$ cat config.mk
export PLATFORM = sky130hd
export DESIGN_NAME = dma_priority_resolver
export DESIGN_NICKNAME = d
export VERILOG_FILES = /design/src/rtl/dma_priority_resolver.sv
export SDC_FILE = /design/constraint.sdc
export NUM_CORES = 1
export LEC_CHECK = 0
export BUFFER_PORTS_ARGS = -buffer_cell sky130_fd_sc_hd__clkbuf_2
export CORE_MARGIN = 10
export CORE_UTILIZATION = 56
export CTS_BUF_LIST = sky130_fd_sc_hd__clkbuf_2 sky130_fd_sc_hd__clkbuf_4 sky130_fd_sc_hd__clkbuf_8
export DETAILED_ROUTE_END_ITERATION = 7
export GPL_ROUTABILITY_DRIVEN = 0
export PLACE_DENSITY = 0.87
export RECOVER_POWER = 25
export SLEW_MARGIN = 20
export SYNTH_ARGS = -nofsm -noshare
export SYNTH_HDL_FRONTEND = slang
export SYNTH_SLANG_ARGS = --single-unit
$ cat constraint.sdc
create_clock -name CLK -period 4.78 [get_ports CLK]
set_input_delay 0 -clock CLK [delete_from_list [all_inputs] [get_ports CLK]]
set_output_delay 0 -clock CLK [all_outputs]
set_load 0.05 [all_outputs]
$ cat src/rtl/dma_priority_resolver.sv
// DMA request arbitration stage: conditions DREQ, merges software requests, applies masks and
// fixed/rotating priority, and holds a one-hot grant until timing control reports service done.
module dma_priority_resolver #(
    parameter int unsigned SYNC_STAGES = 1,
    parameter logic [3:0]  RESET_MASK  = 4'hF
) (
    input  logic       CLK,
    input  logic       RESET,
    input  logic [3:0] DREQ,
    input  logic [7:0] commandReg,
    input  logic [3:0] autoInit,
    input  logic       maskWrEn,
    input  logic [2:0] maskWrData,
    input  logic       reqWrEn,
    input  logic [2:0] reqWrData,
    input  logic       svcDone,
    input  logic       tc,
    input  logic       dackEn,
    output logic [3:0] VALID_DREQ,
    output logic [1:0] grantCh,
    output logic       hrqReq,
    output logic [3:0] DACK,
    output logic [3:0] maskReg,
    output logic [3:0] reqReg
);

    typedef enum logic [1:0] {StIdle, StGrant, StRelease} state_e;

    state_e     state;
    logic [1:0] ptr;
    logic [3:0] sync_q [2];
    logic [3:0] dreq_s;
    logic [3:0] eff_req;
    logic [1:0] prio_base;
    logic       win_found;
    logic [1:0] win_ch;
    logic [1:0] idx;
    logic [3:0] mask_d;
    logic [3:0] req_d;
    logic       tc_update;

    // Bits not consumed by this stage (belong to other parts of the controller).
    logic unused_cmd;
    assign unused_cmd = ^{commandReg[5], commandReg[3], commandReg[1:0]};

    // Polarity is normalised before the sync registers so everything downstream is active-high.
    always_ff @(posedge CLK) begin
        if (RESET) begin
            sync_q[0] <= 4'h0;
            sync_q[1] <= 4'h0;
        end else begin
            sync_q[0] <= DREQ ^ {4{commandReg[6]}};
            sync_q[1] <= sync_q[0];
        end
    end

    assign dreq_s  = (SYNC_STAGES >= 2) ? sync_q[1] : sync_q[0];
    assign eff_req = commandReg[2] ? 4'h0 : ((dreq_s | reqReg) & ~maskReg);
    assign hrqReq  = (|eff_req) | (state != StIdle);

    // Walk the four channels starting at the highest-priority one; fixed mode starts at ch0.
    always_comb begin
        prio_base = commandReg[4] ? ptr : 2'd0;
        win_found = 1'b0;
        win_ch    = 2'd0;
        idx       = 2'd0;
        for (int i = 0; i < 4; i++) begin
            idx = prio_base + 2'(i);
            if (!win_found && eff_req[idx]) begin
                win_found = 1'b1;
                win_ch    = idx;
            end
        end
    end

    // Terminal-count update first, software writes afterwards so they win on the same bit.
    always_comb begin
        mask_d    = maskReg;
        req_d     = reqReg;
        tc_update = (state == StGrant) && svcDone && tc;
        if (tc_update) begin
            req_d[grantCh] = 1'b0;
            if (!autoInit[grantCh]) begin
                mask_d[grantCh] = 1'b1;
            end
        end
        if (maskWrEn) begin
            mask_d[maskWrData[1:0]] = maskWrData[2];
        end
        if (reqWrEn) begin
            req_d[reqWrData[1:0]] = reqWrData[2];
        end
    end

    always_ff @(posedge CLK) begin
        if (RESET) begin
            state      <= StIdle;
            VALID_DREQ <= 4'h0;
            grantCh    <= 2'd0;
            maskReg    <= RESET_MASK;
            reqReg     <= 4'h0;
            ptr        <= 2'd0;
            DACK       <= 4'hF;
        end else begin
            maskReg <= mask_d;
            reqReg  <= req_d;
            DACK    <= ({4{dackEn}} & VALID_DREQ) ^ {4{~commandReg[7]}};
            case (state)
                StIdle: begin
                    if (win_found) begin
                        VALID_DREQ <= 4'b0001 << win_ch;
                        grantCh    <= win_ch;
                        state      <= StGrant;
                    end
                end
                StGrant: begin
                    // Grant is frozen here: new requests, masking and disable do not abort it.
                    if (svcDone) begin
                        VALID_DREQ <= 4'h0;
                        state      <= StRelease;
                        if (commandReg[4]) begin
                            ptr <= grantCh + 2'd1;
                        end
                    end
                end
                StRelease: begin
                    state <= StIdle;
                end
                default: begin
                    VALID_DREQ <= 4'h0;
                    state      <= StIdle;
                end
            endcase
        end
    end

endmodule

Word level (Yosys, flattened, before mapping)

Memories as Yosys holds them, arrays and structs flattened.
Index checks and enable logic that the tools add are counted.

RAM bits: 8
Memories: 1
Output and inout bits: 19
Logic and storage cells: 103
Flip-flop bits (word level): 22
Input port bits: 29

Magnitude comparators: 10
Bitwise operators: 14
Shift operators: 1
$add $sub $neg: 4
Reductions and logical operators: 18
Multiplexer cells: 44
Eq/ne operators: 4

Memory list:

| name   | depth | width | rd ports | clocked after Yosys merged registers in | wr ports | line | text |
|---|---|---|---|---|---|---|---|
| sync_q | 2     | 4     | 1        | 0                                       | 2        | 31   | `logic [3:0] sync_q [2];` |

Operators with widths:

| cell                                                        | number |
|---|---|
| 2-to-1 mux 4 bit                                            | 10 |
| less-than comparator 2 x 3 -> 1 bit (second input constant) | 7 |
| 2-to-1 mux 1 bit                                            | 15 |
| 2-to-1 mux 2 bit                                            | 7 |
| AND 4 bit                                                   | 3 |
| case mux 4 bit (3 select lines)                             | 1 |
| binary-select mux 1 bit (select 2 bit)                      | 5 |
| bitwise mux 4 bit                                           | 2 |
| logical AND 1 bit                                           | 8 |
| inverter 4 bit                                              | 2 |
| bitwise OR 4 bit                                            | 2 |
| bitwise XOR 4 bit                                           | 2 |
| demux 1 bit (select 2 bit)                                  | 3 |
| >= comparator 2 x 1 -> 1 bit (second input constant)        | 3 |
| AND reduction 3 bit                                         | 2 |
| adder 2 x 1 -> 2 bit (second input constant)                | 2 |
| adder 2 bit (second input constant)                         | 2 |
| != test 2 bit (second input constant)                       | 2 |
| case mux 2 bit (2 select lines)                             | 1 |
| AND reduction 2 bit                                         | 2 |
| OR reduction 4 bit                                          | 1 |
| left shift 1 x 2 -> 4 bit (first input constant)            | 1 |
| logical NOT 1 bit                                           | 3 |
| bitwise OR 1 bit                                            | 3 |
| other kinds (5)                                             | 6 |

Longest topological paths before layout

Gate-level depths: netlist (run 1).

Depth in word-level cells: 18
Mapped depth: 7
Mapped depth without buffers: 7

Worst setup path before layout (run 1)

No wires, ideal clock.

Path kind: reg-to-reg
From: register maskReg[2]
To: register VALID_DREQ[0]
Buffers on the path: 0
Stages on the path, launching flop included: 8
Period minus slack after synthesis: 1.980 ns
Slack: 2.800 ns
Data required time: 4.663 ns
Arrival: 1.863 ns
Library setup time: 0.117 ns
Cell sequence: dfxtp_1 > nor2_1 > o21a_2 > and2_1 > a221oi_2 > o211a_1 > o32ai_4 > a32o_2

Cells in the longest elaborated chain, start to end: 18
Elaborated cells between the ends (all ways): 30
Those cells by class: eq/ne: 1; shift: 1; mux: 19; bitwise: 2; reduce/logical: 7

RTL lines:

| what                                   | line | text |
|---|---|---|
| from (decl)                            | 23   | `output logic [3:0] maskReg,` |
| from (signal assigned)                 | 105  | `maskReg <= mask_d;` |
| inverter 4 bit (*)                     | 58   | `assign eff_req = commandReg[2] ? 4'h0 : ((dreq_s \| reqReg) & ~maskReg);` |
| AND 4 bit (*)                          | 58   |  |
| 2-to-1 mux 4 bit (*)                   | 58   |  |
| binary-select mux 1 bit (select 2 bit) | 69   | `if (!win_found && eff_req[idx]) begin` |
| 2-to-1 mux 1 bit (not written as such) | 69   |  |
| 2-to-1 mux 1 bit                       | 69   |  |
| logical NOT 1 bit                      | 69   |  |
| logical AND 1 bit                      | 69   |  |
| (+2 left out)                          | --   |  |
| logical AND 1 bit                      | 69   |  |
| 2-to-1 mux 1 bit                       | 69   |  |
| logical NOT 1 bit                      | 69   |  |
| logical AND 1 bit                      | 69   |  |
| 2-to-1 mux 2 bit                       | 69   |  |
| left shift 1 x 2 -> 4 bit              | 111  | `VALID_DREQ <= 4'b0001 << win_ch;` |
| 2-to-1 mux 4 bit                       | 110  | `if (win_found) begin` |
| case mux 4 bit (3 select lines)        | 108  | `case (state)` |
| to (signal assigned)                   | 111  |  |
| to (decl)                              | 19   | `output logic [3:0] VALID_DREQ,` |

Every way passes the cells marked *; elsewhere a longest branch is shown, timed or not. The select of a mux whose other input is x is not followed.
A chain may end at the register's enable or synchronous reset.

Worst setup path after layout (run 1)

From: register ptr[0]
To: register VALID_DREQ[3]

Cells in the longest elaborated chain, start to end: 16
Elaborated cells between the ends (all ways): 31
Those cells by class: add/sub: 3; eq/ne: 1; shift: 1; mux: 19; reduce/logical: 7

RTL lines:

| what                                                          | line | text |
|---|---|---|
| from (decl)                                                   | 30   | `logic [1:0] ptr;` |
| from (signal assigned)                                        | 122  | `ptr <= grantCh + 2'd1;` |
| 2-to-1 mux 2 bit (*)                                          | 63   | `prio_base = commandReg[4] ? ptr : 2'd0;` |
| branches (longest 15 deep; another with adder 2 x 1 -> 2 bit) | --   |  |

Every way passes the cells marked *. The select of a mux whose other input is x is not followed.

==> impl_metrics.tcl, run 1 <==
set metrics [dict create \
    status "finished, violations left" \
    violations "hold timing" \
    synth_warnings 0 \
    antenna_left 0 \
    clock_skew_ns 0.00329 \
    yosysSeqAreaShare 0.345 \
    post_drt_wl_per_cell_um 15.7 \
    syn_nets 217 \
    rr_endpoint "VALID_DREQ[3]" \
    drv_slew 0 \
    p_int_uw 291 \
    yosys-top-cells-area "dfxtp_1 (35%), nand2_1 (7.0%), nor2_1 (6.7%)" \
    clk_latency_ns 0.32 \
    cp_max_fo 6 \
    initial_core_util 0.598 \
    std_cell_rows 18 \
    cts_root_buffer "clkbuf_4" \
    grt_max_degree 18 \
    whs_endpoint "DACK[0]" \
    finalSetupViolCount 0 \
    drtIter0Drc 174 \
    tritoncts "yes" \
    dp_hpwl_um 3100 \
    reg2reg_from "ptr[0]" \
    diodes 0 \
    cts_setup_buffers 0 \
    vias_per_cell 5.71 \
    yosys.cell_types.count 49 \
    area_delta_synth_final_pct 25.3 \
    cp-startpoint "ptr[0]" \
    peakVddDrop_mv 0.171 \
    finalCritPeriodShare 0.392 \
    ys.flop_type "dfxtp_1" \
    ys_ff_latch 26 \
    cts.sinks 26 \
    finalCriticalPeriod_ns 1.87 \
    grtUsageTotal 0.165 \
    syn_area_per_cell_sq_um 8.19 \
    cp.arrival_ns 2.12 \
    whs_ns -0.00548 \
    io_buffers 43 \
    netlist_area_sq_mm 0.00151 \
    clk_pin_slew_ns 0.14 \
    critPathCaptureType "flip-flop" \
    seqPwrFrac 0.551 \
    hold_start "dackEn" \
    first_global_vias 1563 \
    routed_wl_um 4220 \
    drc_errors 0 \
    htree_levels 1 \
    leakagePower_nw 0.793 \
    layoutNonFillerInstCount 268 \
    dieArea_sq_mm 0.00517 \
    switching_share 0.314 \
    path_class "reg -> reg" \
    layout.nets 273 \
    synth_enable_flop_cells 0 \
    synthCells 184 \
    cts_buffers 3 \
    p_clk_frac 0.220 \
    first_pass_iters 4 \
    startpoint_type "flip-flop" \
    ys_async_sr_fraction 0 \
    place_ws_ns 2.94 \
    drive_gt1_frac 0.248 \
    vias 1530 \
    max_freq_mhz 534 \
    overflow 0 \
    timing.final.ws_setup_ns 2.91 \
    dpl-instance-area_sq_mm 0.00173 \
    cp.required_ns 5.02 \
    dp_cells 251 \
    ioPinCount 48 \
    chipHeight_um 71.9 \
    power-per-cell-area_mw_per_mm2 225 \
    grt_setup_unrepaired "false" \
    cts_buffer_depth 2 \
    grt_first_pass_wirelength_um 7250 \
    design_area_sq_mm 0.00189 \
    rrSetupSlack_ns 2.91 \
    die_w_um 71.9 \
    antenna_found_initial 0 \
    hold_violations 1 \
    multi_input_comb_area_sq_um 933 \
    setup_tns_ns 0 \
    relSlewSlack 0.582 \
    hp-class "in -> reg" \
    synth_top_area_frac 0.345 \
    switchingPower_uw 133 \
    maxCapViolCount 0 \
    regArea_sq_um 520 \
    hold_depth 4 \
    r2r_cells 7 \
    fillerInstances 181 \
    combPwrFrac 0.229 \
    worstMarginPinSlew_ns 0.630 \
    core_sq_mm 0.00252 \
    yosysTopAreaCell "dfxtp_1" \
]
[critical path: stages (launching register included)]
cell      delay (ns)
dfxtp_1         0.39
nor2b_2         0.18
o21ai_2         0.19
mux2i_1         0.19
o21ai_1         0.12
a211oi_4        0.35
inv_2           0.08
o41ai_2         0.29
[cell families (layout without fill, tap and decap cells)]
family,count (synthesis),in the layout,synth area share
xor gates and xnor gates,8,8,0.0465
DFF,26,26,0.345
buffers and inverters,12,66,0.0357
AOI/OAI and AO/OA,50,50,0.266
adders and majority gates,4,4,0.0332
muxes,3,3,0.0282
and+or+nand+nor,81,81,0.246
[synthesized netlist by cell type (2+ instances only)]
cell type  number
clkbuf_1        4
o21ai_1         3
o21a_2          2
nand2_1        28
nor2b_1         2
o21ai_0         5
nand4_1         2
o21a_1          3
a21oi_1        11
xnor2_1         8
dfxtp_1        26
nor2_1         27
ha_1            4
o21ai_2         2
a32o_2          2
nor3b_1         3
inv_1           5
and2_1          4
o211ai_1        5
nand3_1         8
mux2i_1         2
[power by group through the flow]
stage          Sequential [mW]  Clock, mW  Combinational (mW)
2_1_floorplan            0.258          0              0.0405
3_3_place_gp             0.238          0              0.0854
3_5_place_dp             0.239          0              0.0874
4_1_cts                  0.234     0.0913              0.0962
5_1_grt                  0.235     0.0995               0.105
6_report                 0.234     0.0936              0.0971
[worst max path at each step]
stage,depth (start not counted),to,slack (ns)
global placement,7,VALID_DREQ[3],2.95
floorplan,7,VALID_DREQ[0],2.80
global route,7,VALID_DREQ[3],2.74
CTS,7,VALID_DREQ[3],2.90
finish,7,VALID_DREQ[3],2.91
detailed placement,7,VALID_DREQ[3],2.94
[metal layers]
metal | up-vias | GRT usage | wire (um)
met2 | 55 | 0.281 | 2150
met5 | - | 0 | 0
li1 | 759 | - | -
met3 | 10 | 0.0482 | 299
met1 | 706 | 0.189 | 1670
met4 | 0 | 0.0581 | 94
[layout make-up]
| cell class | count | area share |
|---|---|---|
| sequential | 26 | 0.275 |
| clock buffer | 3 | 0.0119 |
| timing repair buffer | 57 | 0.187 |
| inverter | 6 | 0.0119 |
| multi-input combinational | 146 | 0.494 |
| tap | 30 | 0.0199 |
[registers in the layout, summed over array words and instances, names as in the netlist]
signal      count
VALID_DREQ      4
reqReg          4
state           2
maskReg         4
grantCh         2
sync_q          4
ptr             2
DACK            4
[per-stage QoR]
| stage | power [mW] | utilization |
|---|---|---|
| floorplan | 0.298 | - |
| global placement | 0.324 | 0.686 |
| detailed placement | 0.326 | 0.686 |
| CTS | 0.421 | 0.750 |
| global route | 0.440 | 0.749 |
| finish | 0.425 | 0.749 |
[placed cells by master, fill, tap and decap left out, types with 8 or more instances in the layout]
master,synthesis,final
nand3_1,8,8
nor2_1,27,27
xnor2_1,8,8
dfxtp_1,26,26
a21oi_1,11,11
dlygate4sd3_1,0,14
nand2_1,28,28
clkbuf_2,0,41
[timing repair]
item                                   4_1_cts  5_1_grt
endpoints found under the hold margin       12        0
gates resized for setup                      0        0
hold buffers                                14        0
(Power assumes the default switching activity.)
==> inputs of run 2 (changes only) <==
Settings changed: ABC_AREA from default to 1, CORE_UTILIZATION 56 to 48, PLACE_DENSITY 0.87 to 0.78.
Clock period 4.78 ns to 1.65 ns, I/O delays scaled along.
==> run 2 against run 1 <==
Non-clock buffer count up 7; die area up 16%; register-to-register slack worse by 2.8 ns; hold slack better by 0.0069 ns; critical endpoint is now VALID_DREQ[0]; the run now ends clean; flip-flop and latch count unchanged; combinational power rose to 3.5 times the previous value; power rose to 3.2 times the previous value; critical path depth up 3; fmax up 23%; highest routed layer unchanged; cell count up 25%; cell area up 11%; first-iteration DRC count down 56%; critical path type unchanged.
==> impl_metrics.tcl, run 2 <==
set metrics [dict create \
    rrSetupSlack_ns 0.13 \
    finalSetupViolCount 0 \
    antenna_left 0 \
    power-per-cell-area_mw_per_mm2 644 \
    yosysTopAreaCell "dfxtp_1" \
    core_sq_mm 0.00310 \
    ys.flop_type "dfxtp_1" \
    place_ws_ns 0.132 \
    die_w_um 77.3 \
    clk_pin_slew_ns 0.14 \
    tritoncts "yes" \
    first_pass_iters 4 \
    synth_warnings 0 \
    worstMarginPinSlew_ns 0.608 \
    synth_top_area_frac 0.330 \
    path_class "reg -> reg" \
    startpoint_type "flip-flop" \
    dp_hpwl_um 3090 \
    hold_violations 0 \
    cts_buffer_depth 2 \
    ys_async_sr_fraction 0 \
    rr_endpoint "VALID_DREQ[0]" \
    diodes 0 \
    cts_root_buffer "clkbuf_4" \
    finalCriticalPeriod_ns 1.52 \
    chipHeight_um 77.3 \
    max_stage_delay_ns 0.40 \
    leakagePower_nw 0.955 \
    syn_nets 260 \
    io_buffers 43 \
    drv_slew 0 \
    hp-class "in -> reg" \
    overflow 0 \
    synthCells 227 \
    ioPinCount 48 \
    yosysSeqAreaShare 0.330 \
    syn_area_per_cell_sq_um 6.94 \
    cp.required_ns 1.92 \
    cp_max_fo 8 \
    timing.final.ws_setup_ns 0.128 \
    routed_wl_um 4150 \
    layout.nets 325 \
    cts_buffers 3 \
    finalCritPeriodShare 0.923 \
    netlist_area_sq_mm 0.00158 \
    first_global_vias 1599 \
    total_power_mw 1.35 \
    ys_ff_latch 26 \
    clock_skew_ns 0.00616 \
    final_common_cell "clkbuf_2" \
    r2r_cells 10 \
    cp_cell_sequence "nand2_4, clkinv_4, nand3_4, nand2_2, nand2_1, a21oi_2, nand2_1, nor2_2, nand3_1, a21oi_2" \
    setup_tns_ns 0 \
    std_cell_rows 20 \
    max_freq_mhz 657 \
    synth_enable_flop_cells 0 \
    grt_first_pass_wirelength_um 6820 \
    yosys-top-cells-count "nand2_1 (31), nand3_1 (31), inv_1 (30), dfxtp_1 (26), nor2_1 (26)" \
    drtIter0Drc 76 \
    vias_per_cell 4.98 \
    vias 1667 \
    maxCapViolCount 0 \
    area_delta_synth_final_pct 32.9 \
    status "completed" \
    initial_core_util 0.508 \
    critPathCaptureType "flip-flop" \
    final_core_util 0.675 \
    clk_latency_ns 0.33 \
    reg2reg_from "ptr[0]" \
    relSlewSlack 0.596 \
    antenna_found_initial 0 \
    post_drt_wl_per_cell_um 12.4 \
    fillerInstances 297 \
    drive_gt1_frac 0.275 \
    peakVddDrop_mv 0.582 \
    htree_levels 1 \
    setup.worst_path.end "VALID_DREQ[0]" \
    layout_common_cells "clkbuf_2 (38), inv_1 (30), nand2_1 (30)" \
    grtUsageTotal 0.133 \
    yosys-top-cells-area "dfxtp_1 (33%), nand3_1 (9.8%), nand2_1 (7.4%)" \
    cp.arrival_ns 1.80 \
    crit_slowest_cell "dfxtp_2" \
    grt_max_degree 16 \
    cp-startpoint "ptr[0]" \
    drc_errors 0 \
    cts.sinks 26 \
    dieArea_sq_mm 0.00598 \
    yosys.cell_types.count 24 \
]
-- run 2: cell count changes after synthesis, sizes merged, moves of 3 or more --
cell	change
o21a	-5
nor2	+3
nor2b	-3
nand4	+4
nand3	+32
nand2	+13
o21ai	+8
nor3b	-3
o211ai	-5
xnor2	-4
a21oi	+7
inv	+24
and2	-4
-- run 2: timing repair --
action | in CTS | in global routing
hold endpoints to repair | 18 | 0
gates resized for setup | 0 | 8
setup endpoints to repair | 0 | 6
hold buffers | 20 | 0
setup buffers | 0 | 1
-- run 2: power by group --
part,internal (mW),total [mW],switching (mW)
clock,0.135,0.330,0.195
sequential,0.659,0.679,0.0196
combinational,0.118,0.341,0.223
-- run 2: logic make-up (layout without fill, tap and decap cells) --
| kind of cell | after synthesis | count (layout) | synth area share |
|---|---|---|---|
| compound gates | 37 | 37 | 0.125 |
| xor+xnor | 4 | 4 | 0.0222 |
| fa+ha+maj | 4 | 4 | 0.0317 |
| buf+inv | 35 | 99 | 0.0865 |
| flops | 26 | 26 | 0.330 |
| simple gates | 121 | 121 | 0.404 |
-- run 2: layout make-up --
type                    instances  area (sq um)  share of cell area
multi-input cells             166           942               0.450
clock buffers                   4          36.3              0.0173
inverters                      31           121              0.0579
well taps                      44          55.1              0.0263
flip-flops and latches         26           523               0.250
repair buffers                 64           417               0.199
-- run 2: worst max-delay path, delay by kind of cell, from the launching register on --
kind                   cells  cell delay, ns
and+or+nand+nor            7            0.68
AOI/OAI and AO/OA          2            0.31
buffers and inverters      1            0.09
DFF                        1            0.40
-- run 2: worst min-delay path by stage --
stage	startpoint	depth (start not counted)	to	slack, ns
floorplan	RESET	1	state[1]	0.08
global placement	DREQ[3]	3	sync_q[0][3]	0.24
detailed placement	DREQ[3]	3	sync_q[0][3]	0.25
CTS	commandReg[6]	3	sync_q[0][1]	0.0005
global route	commandReg[6]	3	sync_q[0][1]	0.03
finish	commandReg[6]	3	sync_q[0][1]	0.001
-- run 2: metrics by stage --
step / std cells / hold slack (ns) / area (sq um)
3_3_place_gp: 310 / 0.239 / 1830
3_5_place_dp: 310 / 0.246 / 1830
5_1_grt: 335 / 0.0294 / 2090
6_report: 335 / 0.00142 / 2090
2_1_floorplan: 227 / 0.0770 / 1580
4_1_cts: 334 / 0.000549 / 2070
-- run 2: layer usage --
layer  part of all wire  GRT usage  wire (um)
met1               0.44      0.153       1840
met2               0.48      0.225       2010
met3              0.043     0.0338        179
met4              0.029     0.0620        119
met5                  0          0          0
==> inputs of run 3 (changes only) <==
--- a/config.mk
+++ b/config.mk
@@ -14,5 +14,6 @@
 export GPL_ROUTABILITY_DRIVEN = 0
+export GPL_TIMING_DRIVEN = 0
 export PLACE_DENSITY = 0.78
 export RECOVER_POWER = 25
-export SLEW_MARGIN = 20
+export SLEW_MARGIN = 10
 export SYNTH_ARGS = -nofsm -noshare
==> constraint.sdc (replaced) <==
create_clock -name CLK -period 1.65 [get_ports CLK]
set_input_delay 0.33 -clock CLK [delete_from_list [all_inputs] [get_ports CLK]]
set_output_delay 0.33 -clock CLK [all_outputs]
set_load 0.05 [all_outputs]
==> run 3 against run 2 <==
Via count down 3.3%; highest routed layer unchanged; non-clock buffer count down 14; clock power up 31%; cell area down 4.0%; cell count down 4.2%.
==> impl_metrics.tcl, run 3 (synthesis results as in run 2) <==
set metrics [dict create \
    overflow 0 \
    timing.final.ws_setup_ns 0.0523 \
    hold_violations 0 \
    cp.arrival_ns 1.27 \
    vias_per_cell 5.02 \
    place_ws_ns -0.0185 \
    finalSetupViolCount 0 \
    regArea_sq_um 533 \
    cp_max_fo 3 \
    final_core_util 0.648 \
    fillerInstances 308 \
    dieArea_sq_mm 0.00598 \
    cp-startpoint "reqReg[2]" \
    max_freq_mhz 626 \
    drc_errors 0 \
    tritoncts "yes" \
    grtUsageTotal 0.127 \
    htree_levels 1 \
    leakagePower_nw 0.917 \
    path_class "reg -> out" \
    power-per-cell-area_mw_per_mm2 719 \
    total_power_mw 1.45 \
    r2r_cells 11 \
    reg2reg_from "ptr[0]" \
    drive_gt1_frac 0.368 \
    hold_start "DREQ[3]" \
    cts_root_buffer "clkbuf_4" \
    core_sq_mm 0.00310 \
    vias 1612 \
    io_buffers 41 \
    post_drt_wl_per_cell_um 12.4 \
    drtIter0Drc 100 \
    antenna_left 0 \
    clk_pin_slew_ns 0.14 \
    finalCriticalPeriod_ns 1.60 \
    diodes 0 \
    std_cell_rows 20 \
    relSlewSlack 0.597 \
    antenna_found_initial 0 \
    critPathCaptureType "primary output" \
    routed_wl_um 3970 \
    cts_buffer_depth 2 \
    cts_buffers 3 \
    rr_endpoint "VALID_DREQ[3]" \
    grt_setup_unrepaired "true" \
    first_global_vias 1542 \
    grt_max_degree 16 \
    startpoint_type "flip-flop" \
    final_common_cell "clkbuf_2" \
    hp-class "in -> reg" \
    area_delta_synth_final_pct 27.5 \
    dp_hpwl_um 3200 \
    finalCritPeriodShare 0.968 \
    chipHeight_um 77.3 \
    drv_slew 0 \
    cp.required_ns 1.32 \
    multi_input_comb_area_sq_um 985 \
    die_w_um 77.3 \
    cts.sinks 26 \
    layout.nets 311 \
    status "completed" \
    clock_skew_ns 0.00151 \
    peakVddDrop_mv 0.586 \
    first_pass_iters 4 \
    setup.worst_path.end "hrqReq" \
    ioPinCount 48 \
    worstMarginPinSlew_ns 0.607 \
    rrSetupSlack_ns 0.14 \
    maxCapViolCount 0 \
    layout_common_cells "clkbuf_2 (37), nand3_1 (30), inv_1 (28)" \
    grt_first_pass_wirelength_um 6600 \
    clk_latency_ns 0.31 \
    initial_core_util 0.508 \
]
## run 3: area by class of cell
cell class | count | area share
multi-input combinational | 166 | 0.490
sequential | 26 | 0.265
timing repair buffer | 46 | 0.124
inverter | 31 | 0.0604
tap | 44 | 0.0274
clock inverter | 1 | 0.0149
clock buffer | 3 | 0.0112
buffer | 4 | 0.00747
## run 3: worst max-delay path, cell delays in order, from the launching register on
cell,delay [ns]
dfxtp_2,0.34
inv_1,0.06
nand2_2,0.09
nand2_2,0.08
nand2_2,0.07
nor2_4,0.09
nand2_2,0.06
buf_8,0.15
## run 3: worst min path at each step
stage                        end  slack [ns]  depth (start not counted)
floorplan               state[1]        0.41                          1
global placement       reqReg[3]        0.46                          2
detailed placement     reqReg[1]        0.46                          2
CTS                 sync_q[0][1]        0.23                          3
global route        sync_q[0][2]        0.23                          3
finish              sync_q[0][3]        0.24                          3
## run 3: what timing repair did
action,in CTS,in global routing
gates resized for setup,9,17
pin swaps,1,4
hold buffers,0,0
setup endpoints to repair,1,6
buffers inserted,2,3
## run 3: through the flow
step	cells	TNS, ns	hold WS, ns	area, sq um
after floorplan	227	0	0.407	1590
after CTS	318	0	0.231	1950
after global placement	312	-0.00993	0.458	1850
after detailed placement	312	-0.0185	0.464	1850
after global routing	321	-0.0224	0.234	2010
final	321	0	0.240	2010
## run 3: report_power, final
group          leakage [nW]  switching [mW]  internal [mW]
Clock                0.0279           0.188          0.245
Sequential            0.214          0.0215          0.661
Combinational         0.675           0.224          0.106
## run 3: layer usage
metal	global-route usage	wire length (um)
met1	0.146	1760
met2	0.222	1990
met3	0.0221	178
met4	0.0602	40
met5	0	0
